## src/rtl/video_dsm_pkg.sv

```systemverilog
// Shared widths, clamp limits, FSM encoding and LFSR taps for the
// composite-video delta-sigma DAC.
package video_dsm_pkg;

    localparam int C_VW = 6;   // video code width
    localparam int C_FW = 2;   // dither width
    localparam int C_AW = 8;   // accumulator width
    localparam int C_LW = 16;  // LFSR width

    localparam logic [C_VW-1:0] C_CLAMP_LO = 6'd0;
    localparam logic [C_VW-1:0] C_CLAMP_HI = 6'd63;

    // x^16 + x^14 + x^13 + x^11 + 1, left-shifting form (state bits 15,13,12,10)
    localparam logic [C_LW-1:0] C_LFSR_TAPS = 16'hB400;

    typedef enum logic {
        ST_MUTE = 1'b0,
        ST_RUN  = 1'b1
    } state_e;

endpackage

```

## src/rtl/video_dsm_lfsr.sv

```systemverilog
// 16-bit Fibonacci LFSR used as the modulator dither source.
// Only instantiated when VIDEO_DSM_DITHER_EN is defined.
module video_dsm_lfsr
    import video_dsm_pkg::*;
#(
    parameter logic [C_LW-1:0] C_SEED = 16'hACE1
) (
    input  logic            clk_i,
    input  logic            rst_i,
    input  logic            en_i,
    output logic [C_LW-1:0] state_o
);

    logic [C_LW-1:0] lfsr_q, lfsr_d;
    logic            fb;

    always_comb begin
        fb     = ^(lfsr_q & C_LFSR_TAPS);
        lfsr_d = lfsr_q;
        if (en_i) begin
            lfsr_d = {lfsr_q[C_LW-2:0], fb};
        end
    end

    always_ff @(posedge clk_i) begin
        if (rst_i) begin
            lfsr_q <= C_SEED;
        end else begin
            lfsr_q <= lfsr_d;
        end
    end

    assign state_o = lfsr_q;

endmodule

```

## src/rtl/video_dsm_dac.sv

```systemverilog
// Video code -> gain/offset trim with saturation -> first-order delta-sigma bitstream.
// Optional dither from an LFSR when VIDEO_DSM_DITHER_EN is defined.
module video_dsm_dac
    import video_dsm_pkg::*;
#(
    parameter logic [4:0]        C_GAIN      = 5'd16,
    parameter logic signed [5:0] C_OFS       = 6'sd0,
    parameter logic [3:0]        C_MUTE_FR   = 4'd2,
    parameter logic [C_LW-1:0]   C_LFSR_SEED = 16'hACE1
) (
    input  logic            CK_i,
    input  logic            RST_i,
    input  logic            CK_EE_i,
    input  logic [C_VW-1:0] VIDEOs_i,
    input  logic            HVcy_i,
    output logic            DAC_o,
    output logic            MUTE_o,
    output logic            SAT_o
);

    logic [C_VW-1:0] samp_q, samp_d;
    logic [C_VW-1:0] prev_q, prev_d;
    logic [C_VW-1:0] x_q, x_d;
    logic            sat_q, sat_d;
    logic [C_AW-1:0] acc_q, acc_d;
    logic            c_q, c_d;
    logic            dac_q, dac_d;
    state_e          state_q, state_d;
    logic [3:0]      frctr_q, frctr_d;
    logic            mute_q, mute_d;

    logic [10:0]     prod;
    logic [6:0]      p;
    logic signed [8:0] t;
    logic            clamp;
    logic [C_VW-1:0] xm;
    logic [C_FW-1:0] dith;
    logic [C_AW:0]   acc_sum;
    logic            hv;

    // s1: capture the pixel-rate sample
    always_comb begin
        samp_d = samp_q;
        if (CK_EE_i) begin
            samp_d = VIDEOs_i;
        end
        prev_d = samp_q;
    end

    // s2: trim and clamp; SAT fires only when a changed sample clamps
    always_comb begin
        prod  = {5'b0, samp_q} * {6'b0, C_GAIN};
        p     = 7'(prod >> 4);
        t     = $signed({2'b00, p}) + $signed({{3{C_OFS[5]}}, C_OFS});
        clamp = 1'b0;
        x_d   = t[C_VW-1:0];
        if (t < 9'sd0) begin
            x_d   = C_CLAMP_LO;
            clamp = 1'b1;
        end else if (t > 9'sd63) begin
            x_d   = C_CLAMP_HI;
            clamp = 1'b1;
        end
        sat_d = clamp && (samp_q != prev_q);
    end

    // FSM next state
    assign hv = HVcy_i && CK_EE_i;

    always_comb begin
        state_d = state_q;
        frctr_d = frctr_q;
        case (state_q)
            ST_MUTE: begin
                if (C_MUTE_FR == 4'd0) begin
                    state_d = ST_RUN;
                end else if (hv) begin
                    frctr_d = frctr_q + 4'd1;
                    if (frctr_q == C_MUTE_FR - 4'd1) begin
                        state_d = ST_RUN;
                    end
                end
            end
            ST_RUN:  state_d = ST_RUN;
            default: state_d = ST_MUTE;
        endcase
    end

    // FSM outputs: MUTE_o tracks the next state so it lands with the state flop
    always_comb begin
        mute_d = (state_d != ST_RUN);
        xm     = (state_q == ST_RUN) ? x_q : '0;
    end

`ifdef VIDEO_DSM_DITHER_EN
    logic [C_LW-1:0] lfsr_state;
    logic            unused_lfsr_hi;

    video_dsm_lfsr #(
        .C_SEED (C_LFSR_SEED)
    ) u_lfsr (
        .clk_i   (CK_i),
        .rst_i   (RST_i),
        .en_i    (1'b1),
        .state_o (lfsr_state)
    );

    assign unused_lfsr_hi = ^lfsr_state[C_LW-1:C_FW];
    // muted output must stay exactly 0, so dither is gated by state
    assign dith = (state_q == ST_RUN) ? lfsr_state[C_FW-1:0] : '0;
`else
    logic unused_seed;
    assign unused_seed = ^C_LFSR_SEED;
    assign dith        = '0;
`endif

    // s3: first-order modulator; carry out is the bitstream
    always_comb begin
        acc_sum = {1'b0, acc_q} + {1'b0, xm, 2'b00} + {{(C_AW+1-C_FW){1'b0}}, dith};
        acc_d   = acc_sum[C_AW-1:0];
        c_d     = acc_sum[C_AW];
        dac_d   = c_q;
    end

    always_ff @(posedge CK_i) begin
        if (RST_i) begin
            samp_q  <= '0;
            prev_q  <= '0;
            x_q     <= '0;
            sat_q   <= 1'b0;
            acc_q   <= '0;
            c_q     <= 1'b0;
            dac_q   <= 1'b0;
            state_q <= ST_MUTE;
            frctr_q <= '0;
            mute_q  <= 1'b1;
        end else begin
            samp_q  <= samp_d;
            prev_q  <= prev_d;
            x_q     <= x_d;
            sat_q   <= sat_d;
            acc_q   <= acc_d;
            c_q     <= c_d;
            dac_q   <= dac_d;
            state_q <= state_d;
            frctr_q <= frctr_d;
            mute_q  <= mute_d;
        end
    end

    assign DAC_o  = dac_q;
    assign MUTE_o = mute_q;
    assign SAT_o  = sat_q;

endmodule
```

## config.mk

```make
export PLATFORM = sky130hd
export DESIGN_NAME = video_dsm_dac
export DESIGN_NICKNAME = d
export VERILOG_FILES = /design/src/rtl/video_dsm_pkg.sv /design/src/rtl/video_dsm_lfsr.sv /design/src/rtl/video_dsm_dac.sv
export SDC_FILE = /design/constraint.sdc
export NUM_CORES = 1
export LEC_CHECK = 0
export BUFFER_PORTS_ARGS = -buffer_cell sky130_fd_sc_hd__buf_2
export CAP_MARGIN = 20
export CORE_ASPECT_RATIO = 1.1
export CORE_MARGIN = 2
export CORE_UTILIZATION = 49
export DETAILED_ROUTE_END_ITERATION = 10
export PLACE_DENSITY = 0.69
export SLEW_MARGIN = 20
export SYNTH_ARGS = -nofsm -noshare
export SYNTH_HDL_FRONTEND = slang
export SYNTH_SLANG_ARGS = --single-unit
export TNS_END_PERCENT = 5
```

## constraint.sdc

```tcl
create_clock -name CK_i -period 2.4 [get_ports CK_i]
set_input_delay 0.12 -clock CK_i [delete_from_list [all_inputs] [get_ports CK_i]]
set_output_delay 0.12 -clock CK_i [all_outputs]
set_load 0.05 [all_outputs]
```

==> results.toml, run 1 <==
[status]
outcome = "finished clean"

[routing]
wl_per_cell_microns = 11.3
routed_via_density = 5.15
drt-total-wl_microns = 1780
num_vias = 809
drt_iter0_drc = 4
drc = 0
drtPass1Iterations = 2
ant_nets = 0

[sta]
tns_ns = 0
finalMaxSlewViolations = 0
fmax_mhz = 522
whs_ns = 0.0370
final_hold_viol_count = 0
fin_crit_sh_pct = 79.8
skew_ns = 0.00141
setup_violations = 0
period_needed_ns = 1.92
rsz0062_at_grt = "false"

[floorplanning]
start_util_pct = 52.0
fp.coreArea_sq_um = 2250
die_y_microns = 55.3
rows = 18
die_area_sq_um = 2800
io_pins = 13
die_x_microns = 50.6

[synth]
synth_seq_cells = 27
synth_fp_nets = 135
synthTopCellsByArea = "dfxtp_1, ha_1, nor2b_1"
ys_types = 37
netlist_area_sq_um = 1170
ys_warn_count = 0
syn_inst = 116
synth.top_cell.area_share_pct = 46.2
syn_avg_cell_area_sq_um = 10.1
synth_top_cell_by_area = "dfxtp_1"
yosysSeqAreaShare_pct = 46.2

[placement]
dp_hpwl_microns = 1310
gp_congestion = 0.741
port_buffers = 12

[worst_setup_path]
worst_setup_path_start_kind = "flop"
slowest_stage = "dfxtp_1"
max_stage_delay_ns = 0.46
cp-end-kind = "flop"
cp_data_arrival_time_ns = 2.15
crit_chain = "and2_1, ha_1, inv_1, fa_1, nor2b_1, o21ai_0, a221oi_2"
timing.rr.start = "state_q$_SDFF_PP0_"
crit_type = "reg2reg"
crit_required_ns = 2.64
r2r_cells = 7
path_max_fanout = 10
startpoint = "state_q$_SDFF_PP0_"

[cts]
holdBufCountCts = 0
htreeDepth = 1
clk_path_buf_depth = 2
cts_buffers = 3
cts_sinks = 27
clkLatencyLatePin_ns = 0.31
post_cts_buffers = 0
cts_tree = "done"
clk_pin_slew_worst_paths_ns = 0.13
cts_resized = 0
root_buffer = "clkbuf_4"

[global_route]
overflow = 0
grt_pass1_vias = 733
grt_pass1_wl_microns = 3150
grt_max_degree = 31
antenna_found_initial = 0
grt_use_total_pct = 14.9

[run]
max-cap-violations = 0

[final_layout]
seq_area_sq_um = 541
layout-drive-gt1-share_pct = 14.2
n_antenna_cell = 0
multi_input_area_sq_um = 582
area_delta_synth_final_pct = 7.69
fill_cells = 224
nets = 147

[power]
max-vdd-ir-drop_mv = 0.373
power.leakage_nw = 0.546
power.density_nw_per_um2 = 580

[worst_hold_path]
holdPathStages = 3
holdCritStartpoint = "VIDEOs_i[0]"
hp-class = "in2reg"
## registers in the layout (all words and copies together), names as in the netlist
name	count
c_q	1
prev_d	6
DAC_o	1
MUTE_o	1
frctr_q	4
x_q	6
acc_q	6
state_q	1
SAT_o	1
## cell type report
class,instances,share of cell area (%)
clock buffers,4,2.08
flip-flops and latches,27,42.9
repair buffers,12,4.76
well taps,30,2.98
inverters,4,1.19
multi-input cells,80,46.1
## worst paths after layout
check                           slack [ns]                endpoint
worst max-delay path                  0.48     acc_q[6]$_SDFF_PP0_
worst min-delay path                  0.04  prev_d[0]$_SDFFE_PP0P_
worst max register to register        0.48     acc_q[6]$_SDFF_PP0_
worst min register to register        0.47       x_q[5]$_SDFF_PP0_
## report_power, final
part	switching, mW	internal, mW
combinational	0.0378	0.0320
sequential	0.00897	0.467
clock	0.121	0.0649
## layer usage
metal | track usage [%] | share of wire, % | vias to the layer above | wire length [microns]
met2 | 22.6 | 47 | 12 | 835
met5 | 0 | 0 | - | 0
li1 | - | - | 424 | -
met4 | 6.95 | 1.8 | 0 | 32
met3 | 3.24 | 3.0 | 4 | 54
met1 | 20.1 | 48 | 369 | 856
## placed cells by master, fill, tap and decap left out, types with 2 or more instances in the layout
master / count
inv_1: 4
nor2b_1: 10
clkbuf_4: 3
and2_1: 5
nor2_1: 16
mux2i_1: 6
a211oi_1: 4
or3_1: 2
dfxtp_1: 27
o21ai_0: 2
buf_2: 12
nor3_1: 3
ha_1: 8
## critical path, delay by kind of cell (launching register included)
family	cells	cell delay [ns]
DFF	1	0.46
buffers and inverters	1	0.07
AOI/OAI and AO/OA	2	0.38
and+or+nand+nor	2	0.37
adders and majority gates	2	0.56
## synthesized netlist by cell type, drive strengths merged
master,number
mux2i,6
nand4b,1
inv,4
nand2,1
nor3b,1
conb,1
a21oi,1
or2,1
xor2,1
dfxtp,27
nor2b,10
or4,1
a41oi,1
nor4b,1
nor4bb,1
clkbuf,3
fa,1
nor3,3
and3b,1
a211oi,4
buf,2
o211ai,1
nand3,1
a221oi,1
or3,2
xnor2,1
and2,5
o21ai,3
nand3b,1
a21o,1
ha,8
o31ai,1
nand2b,1
or4b,1
nor2,16
o21a,1
## per-stage QoR
step / util (%) / worst slack, ns / std cells / instance area [sq um] / power [mW]
after floorplan: - / 0.688 / 116 / 1170 / 0.541
after global placement: 54.8 / 0.590 / 153 / 1230 / 0.553
after detailed placement: 54.8 / 0.522 / 153 / 1230 / 0.557
after CTS: 56.0 / 0.481 / 157 / 1260 / 0.744
after global routing: 56.0 / 0.262 / 157 / 1260 / 0.774
final: 56.0 / 0.485 / 157 / 1260 / 0.732
## cells by family after synthesis
| logic type | after synthesis | share of synthesized area, % |
|---|---|---|
| multiplexers | 6 | 5.13 |
| AND/OR/NAND/NOR | 48 | 23.2 |
| AO/OA/AOI/OAI | 14 | 9.29 |
| XOR/XNOR | 2 | 1.50 |
| adder cells (fa/ha/maj) | 9 | 10.3 |
| other | 1 | 0.320 |
| buffers and inverters | 9 | 4.17 |
| flip-flops | 27 | 46.2 |
(Power assumes the default switching activity.)
==> run 2: changes to the inputs <==
clock period = 1.85 ns   (was 2.4 ns; I/O delays follow)
==> run 2 against run 1 <==
Against the previous run: combinational power rose by 42%; sequential share of layout area decreased by 1.7 points; first-iteration DRC count decreased by 25%; power increased by 31%; via count grew 0.25%; clock-buffer cell count unchanged; setup slack got worse by 0.38 ns; routed wire length is 3.0% higher; global-route usage increased by 0.48 points; non-clock buffer count grew 5.
==> results.toml, run 2 (synthesis results as in run 1) <==
[status]
outcome = "finished clean"

[placement]
gp_congestion = 0.740
dp_hpwl_microns = 1330
port_buffers = 12
dp_cells = 154

[routing]
num_vias = 811
ant_nets = 0
drtPass1Iterations = 3
wl_per_cell_microns = 11.3
routed_via_density = 5.01
drt-total-wl_microns = 1830
drc = 0
drt_iter0_drc = 3

[worst_setup_path]
cp-end-kind = "flop"
cp.depth = 6
crit_required_ns = 2.09
slowest_stage = "dfxtp_1"
crit_chain = "buf_4, and2_1, ha_1, nor2b_2, or3_1, a221oi_2"
r2r_slack_ns = 0.11
max_stage_delay_ns = 0.33
cp_top_family = "simple AND/OR/NAND/NOR gates"
cp_data_arrival_time_ns = 1.98
worst_setup_path_start_kind = "flop"
crit_type = "reg2reg"
path_max_fanout = 9
r2r_cells = 6
path_buf_inv = 1

[cts]
cts_sinks = 27
clkLatencyLatePin_ns = 0.31
cts_buffers = 3
post_cts_buffers = 0
clk_pin_slew_worst_paths_ns = 0.13
cts_tree = "done"
root_buffer = "clkbuf_4"
clk_path_buf_depth = 2
htreeDepth = 1

[global_route]
grt_use_total_pct = 15.4
grt_pass1_wl_microns = 3310
antenna_found_initial = 0
overflow = 0
grt_pass1_vias = 799
grt_max_degree = 31

[sta]
final_hold_viol_count = 0
period_needed_ns = 1.74
finalMaxSlewViolations = 0
setup_violations = 0
tns_ns = 0
skew_ns = 0.00211
rsz0062_at_grt = "false"
fmax_mhz = 573
slew-limit-headroom_pct = 66.1
fin_crit_sh_pct = 94.3
worst_slew_pin_slew_ns = 0.509

[final_layout]
layout_commonest_cell = "dfxtp_1"
instances_no_fill = 162
most-common-layout-cells = "dfxtp_1, nor2_1, buf_2"
nets = 152
n_antenna_cell = 0
layout-drive-gt1-share_pct = 15.9
area_delta_synth_final_pct = 12.2

[floorplanning]
die_x_microns = 50.6
fp.coreArea_sq_um = 2250
io_pins = 13
die_area_sq_um = 2800
die_y_microns = 55.3
start_util_pct = 52.0
rows = 18

[worst_hold_path]
holdPathStages = 3
hp-class = "in2reg"

[power]
power.density_nw_per_um2 = 730
max-vdd-ir-drop_mv = 0.561
power.leakage_nw = 0.569

[run]
max-cap-violations = 0
run 2: where the power goes:
| group | internal [mW] | switching (mW) |
|---|---|---|
| Clock | 0.0843 | 0.158 |
| Sequential | 0.606 | 0.0114 |
| Combinational | 0.0477 | 0.0515 |
run 2: final timing paths:
path,start,end
worst max register to register,state_q$_SDFF_PP0_,acc_q[6]$_SDFF_PP0_
worst min-delay path,VIDEOs_i[4],prev_d[4]$_SDFFE_PP0P_
worst max-delay path,state_q$_SDFF_PP0_,acc_q[6]$_SDFF_PP0_
worst min register to register,c_q$_SDFF_PP0_,DAC_o$_SDFF_PP0_
run 2: layout make-up:
class	instances	area, sq um
timing repair buffer	17	108
fill	203	938
inverter	4	15.0
clock buffer	4	26.3
sequential	27	541
multi-input combinational	80	587
tap	30	37.5
run 2: what timing repair did:
action | 4_1_cts | 5_1_grt
endpoints found under the hold margin | 4 | 0
gates resized for setup | 0 | 2
setup endpoints to repair | 0 | 2
hold buffers | 4 | 0
run 2: tightest hold or removal path, cell delays in order:
cell and delay, ns:
buf_2 0.08, mux2i_1 0.06, nor2_1 0.07
run 2: per-layer routing:
| metal | vias to the layer above | wire [microns] | GRT usage [%] |
|---|---|---|---|
| li1 | 431 | - | - |
| met1 | 364 | 884 | 18.8 |
| met2 | 12 | 871 | 26.1 |
| met3 | 4 | 52 | 3.24 |
| met4 | 0 | 24 | 5.79 |
| met5 | - | 0 | 0 |
run 2: metrics by stage:
stage               hold slack (ns)  utilization (%)  cell area (sq um)  power, mW  setup slack [ns]
floorplan                     0.239                -               1170      0.702             0.138
global placement              0.327             55.2               1240      0.719             0.190
detailed placement            0.336             55.2               1240      0.724            0.0970
CTS                        0.000165             58.1               1310      0.980            0.0591
global route                 0.0401             58.3               1310       1.02            0.0151
finish                       0.0135             58.3               1310      0.959             0.105
==> run 3: changes to the inputs <==
MAX_ROUTING_LAYER = met4   (was default)
==> run 3 against run 2 <==
Against the previous run: non-clock buffer count did not move; flip-flop and latch count did not move; utilization did not move; critical endpoint unchanged; sequential share of layout area did not move; combinational power barely moved; global-route usage rose by 0.43 points; routed wire length rose by 0.22%.
==> results.toml, run 3 (synthesis results as in run 1) <==
[routing]
num_vias = 808
drt_iter0_drc = 3
routed_via_density = 4.99
drtPass1Iterations = 3
drc = 0
wl_per_cell_microns = 11.3
ant_nets = 0
drt-total-wl_microns = 1840

[cts]
clk_path_buf_depth = 2
htreeDepth = 1
clkLatencyLatePin_ns = 0.31
clk_pin_slew_worst_paths_ns = 0.13
root_buffer = "clkbuf_4"
cts_tree = "done"
cts_buffers = 3
post_cts_buffers = 0
cts_sinks = 27

[worst_setup_path]
cp_data_arrival_time_ns = 1.98
worst_setup_path_start_kind = "flop"
path_max_fanout = 9
cp-end-kind = "flop"
crit_type = "reg2reg"
crit_required_ns = 2.09

[sta]
fin_crit_sh_pct = 94.4
worst_slew_pin_slew_ns = 0.510
finalMaxSlewViolations = 0
period_needed_ns = 1.75
rsz0062_at_grt = "false"
fmax_mhz = 573
skew_ns = 0.00110
setup_violations = 0
slew-limit-headroom_pct = 66.0
tns_ns = 0
final_hold_viol_count = 0
setup_slack_ns = 0.104

[placement]
dp_cells = 154
placed_cell_area_sq_um = 1240
port_buffers = 12
dp_hpwl_microns = 1330
place_ws_ns = 0.0970
gp_congestion = 0.749

[status]
outcome = "finished clean"

[final_layout]
layout-drive-gt1-share_pct = 15.9
most-common-layout-cells = "dfxtp_1, nor2_1, buf_2"
n_antenna_cell = 0
design_area_sq_um = 1310
nets = 152
instances_no_fill = 162
layout_commonest_cell = "dfxtp_1"
fill_cells = 203
area_delta_synth_final_pct = 12.2

[floorplanning]
fp.coreArea_sq_um = 2250
start_util_pct = 52.0
io_pins = 13
rows = 18
die_y_microns = 55.3
die_x_microns = 50.6
die_area_sq_um = 2800

[power]
power.density_nw_per_um2 = 729
power.internal_mw = 0.738
power_frac_seq_pct = 64.4
p_sw_share_pct = 23.0
total_power_mw = 0.958
max-vdd-ir-drop_mv = 0.559
power_switching_mw = 0.220
power.leakage_nw = 0.569
combPwrFrac_pct = 10.4
clkPwrFrac_pct = 25.2

[global_route]
antenna_found_initial = 0
grt_use_total_pct = 15.8
overflow = 0
grt_pass1_wl_microns = 3320
grt_max_degree = 31
grt_pass1_vias = 798

[run]
max-cap-violations = 0

[worst_hold_path]
hp-class = "in2reg"
run 3: critical path, stage by stage, from the launching register on:
cell and delay, ns:
dfxtp_1 0.33, buf_4 0.15, and2_1 0.14, ha_1 0.32, nor2b_2 0.19, or3_1 0.32, a221oi_2 0.22
run 3: layer usage:
layer / track usage, % / routed length, microns / vias to the layer above
met5: - / 0 / -
met4: 5.79 / 24 / 0
met3: 3.24 / 52 / 4
met2: 26.3 / 876 / 12
met1: 18.6 / 883 / 362
li1: - / - / 430
run 3: final timing paths:
path                       from                      to  slack [ns]  cells after the start
max reg2reg  state_q$_SDFF_PP0_     acc_q[6]$_SDFF_PP0_        0.10                      6
max          state_q$_SDFF_PP0_     acc_q[6]$_SDFF_PP0_        0.10                      6
min reg2reg      c_q$_SDFF_PP0_        DAC_o$_SDFF_PP0_        0.45                      1
min                 VIDEOs_i[4]  prev_d[4]$_SDFFE_PP0P_        0.01                      3
run 3: area by class of cell:
class	instances	area [sq um]	area share, %
flip-flops and latches	27	541	41.1
clock buffers	4	26.3	2.00
multi-input cells	80	587	44.7
inverters	4	15.0	1.14
repair buffers	17	108	8.19
well taps	30	37.5	2.86
run 3: timing repair:
action | in CTS | in global routing
endpoints found under the hold margin | 4 | 0
hold buffers | 4 | 0
setup endpoints to repair | 0 | 2
resized for setup | 0 | 2
run 3: per-stage QoR:
stage	utilization (%)	hold WS, ns
2_1_floorplan	-	0.239
5_1_grt	58.3	0.0401
4_1_cts	58.1	0.000165
6_report	58.3	0.0148
3_5_place_dp	55.2	0.336
3_3_place_gp	55.2	0.327
run 3: power groups by stage:
stage	Clock (mW)	Combinational (mW)	Sequential [mW]
final	0.241	0.0992	0.617
after global routing	0.283	0.113	0.621
after CTS	0.262	0.0999	0.618
after detailed placement	0	0.0928	0.631
after global placement	0	0.0893	0.629
after floorplan	0	0.0669	0.635
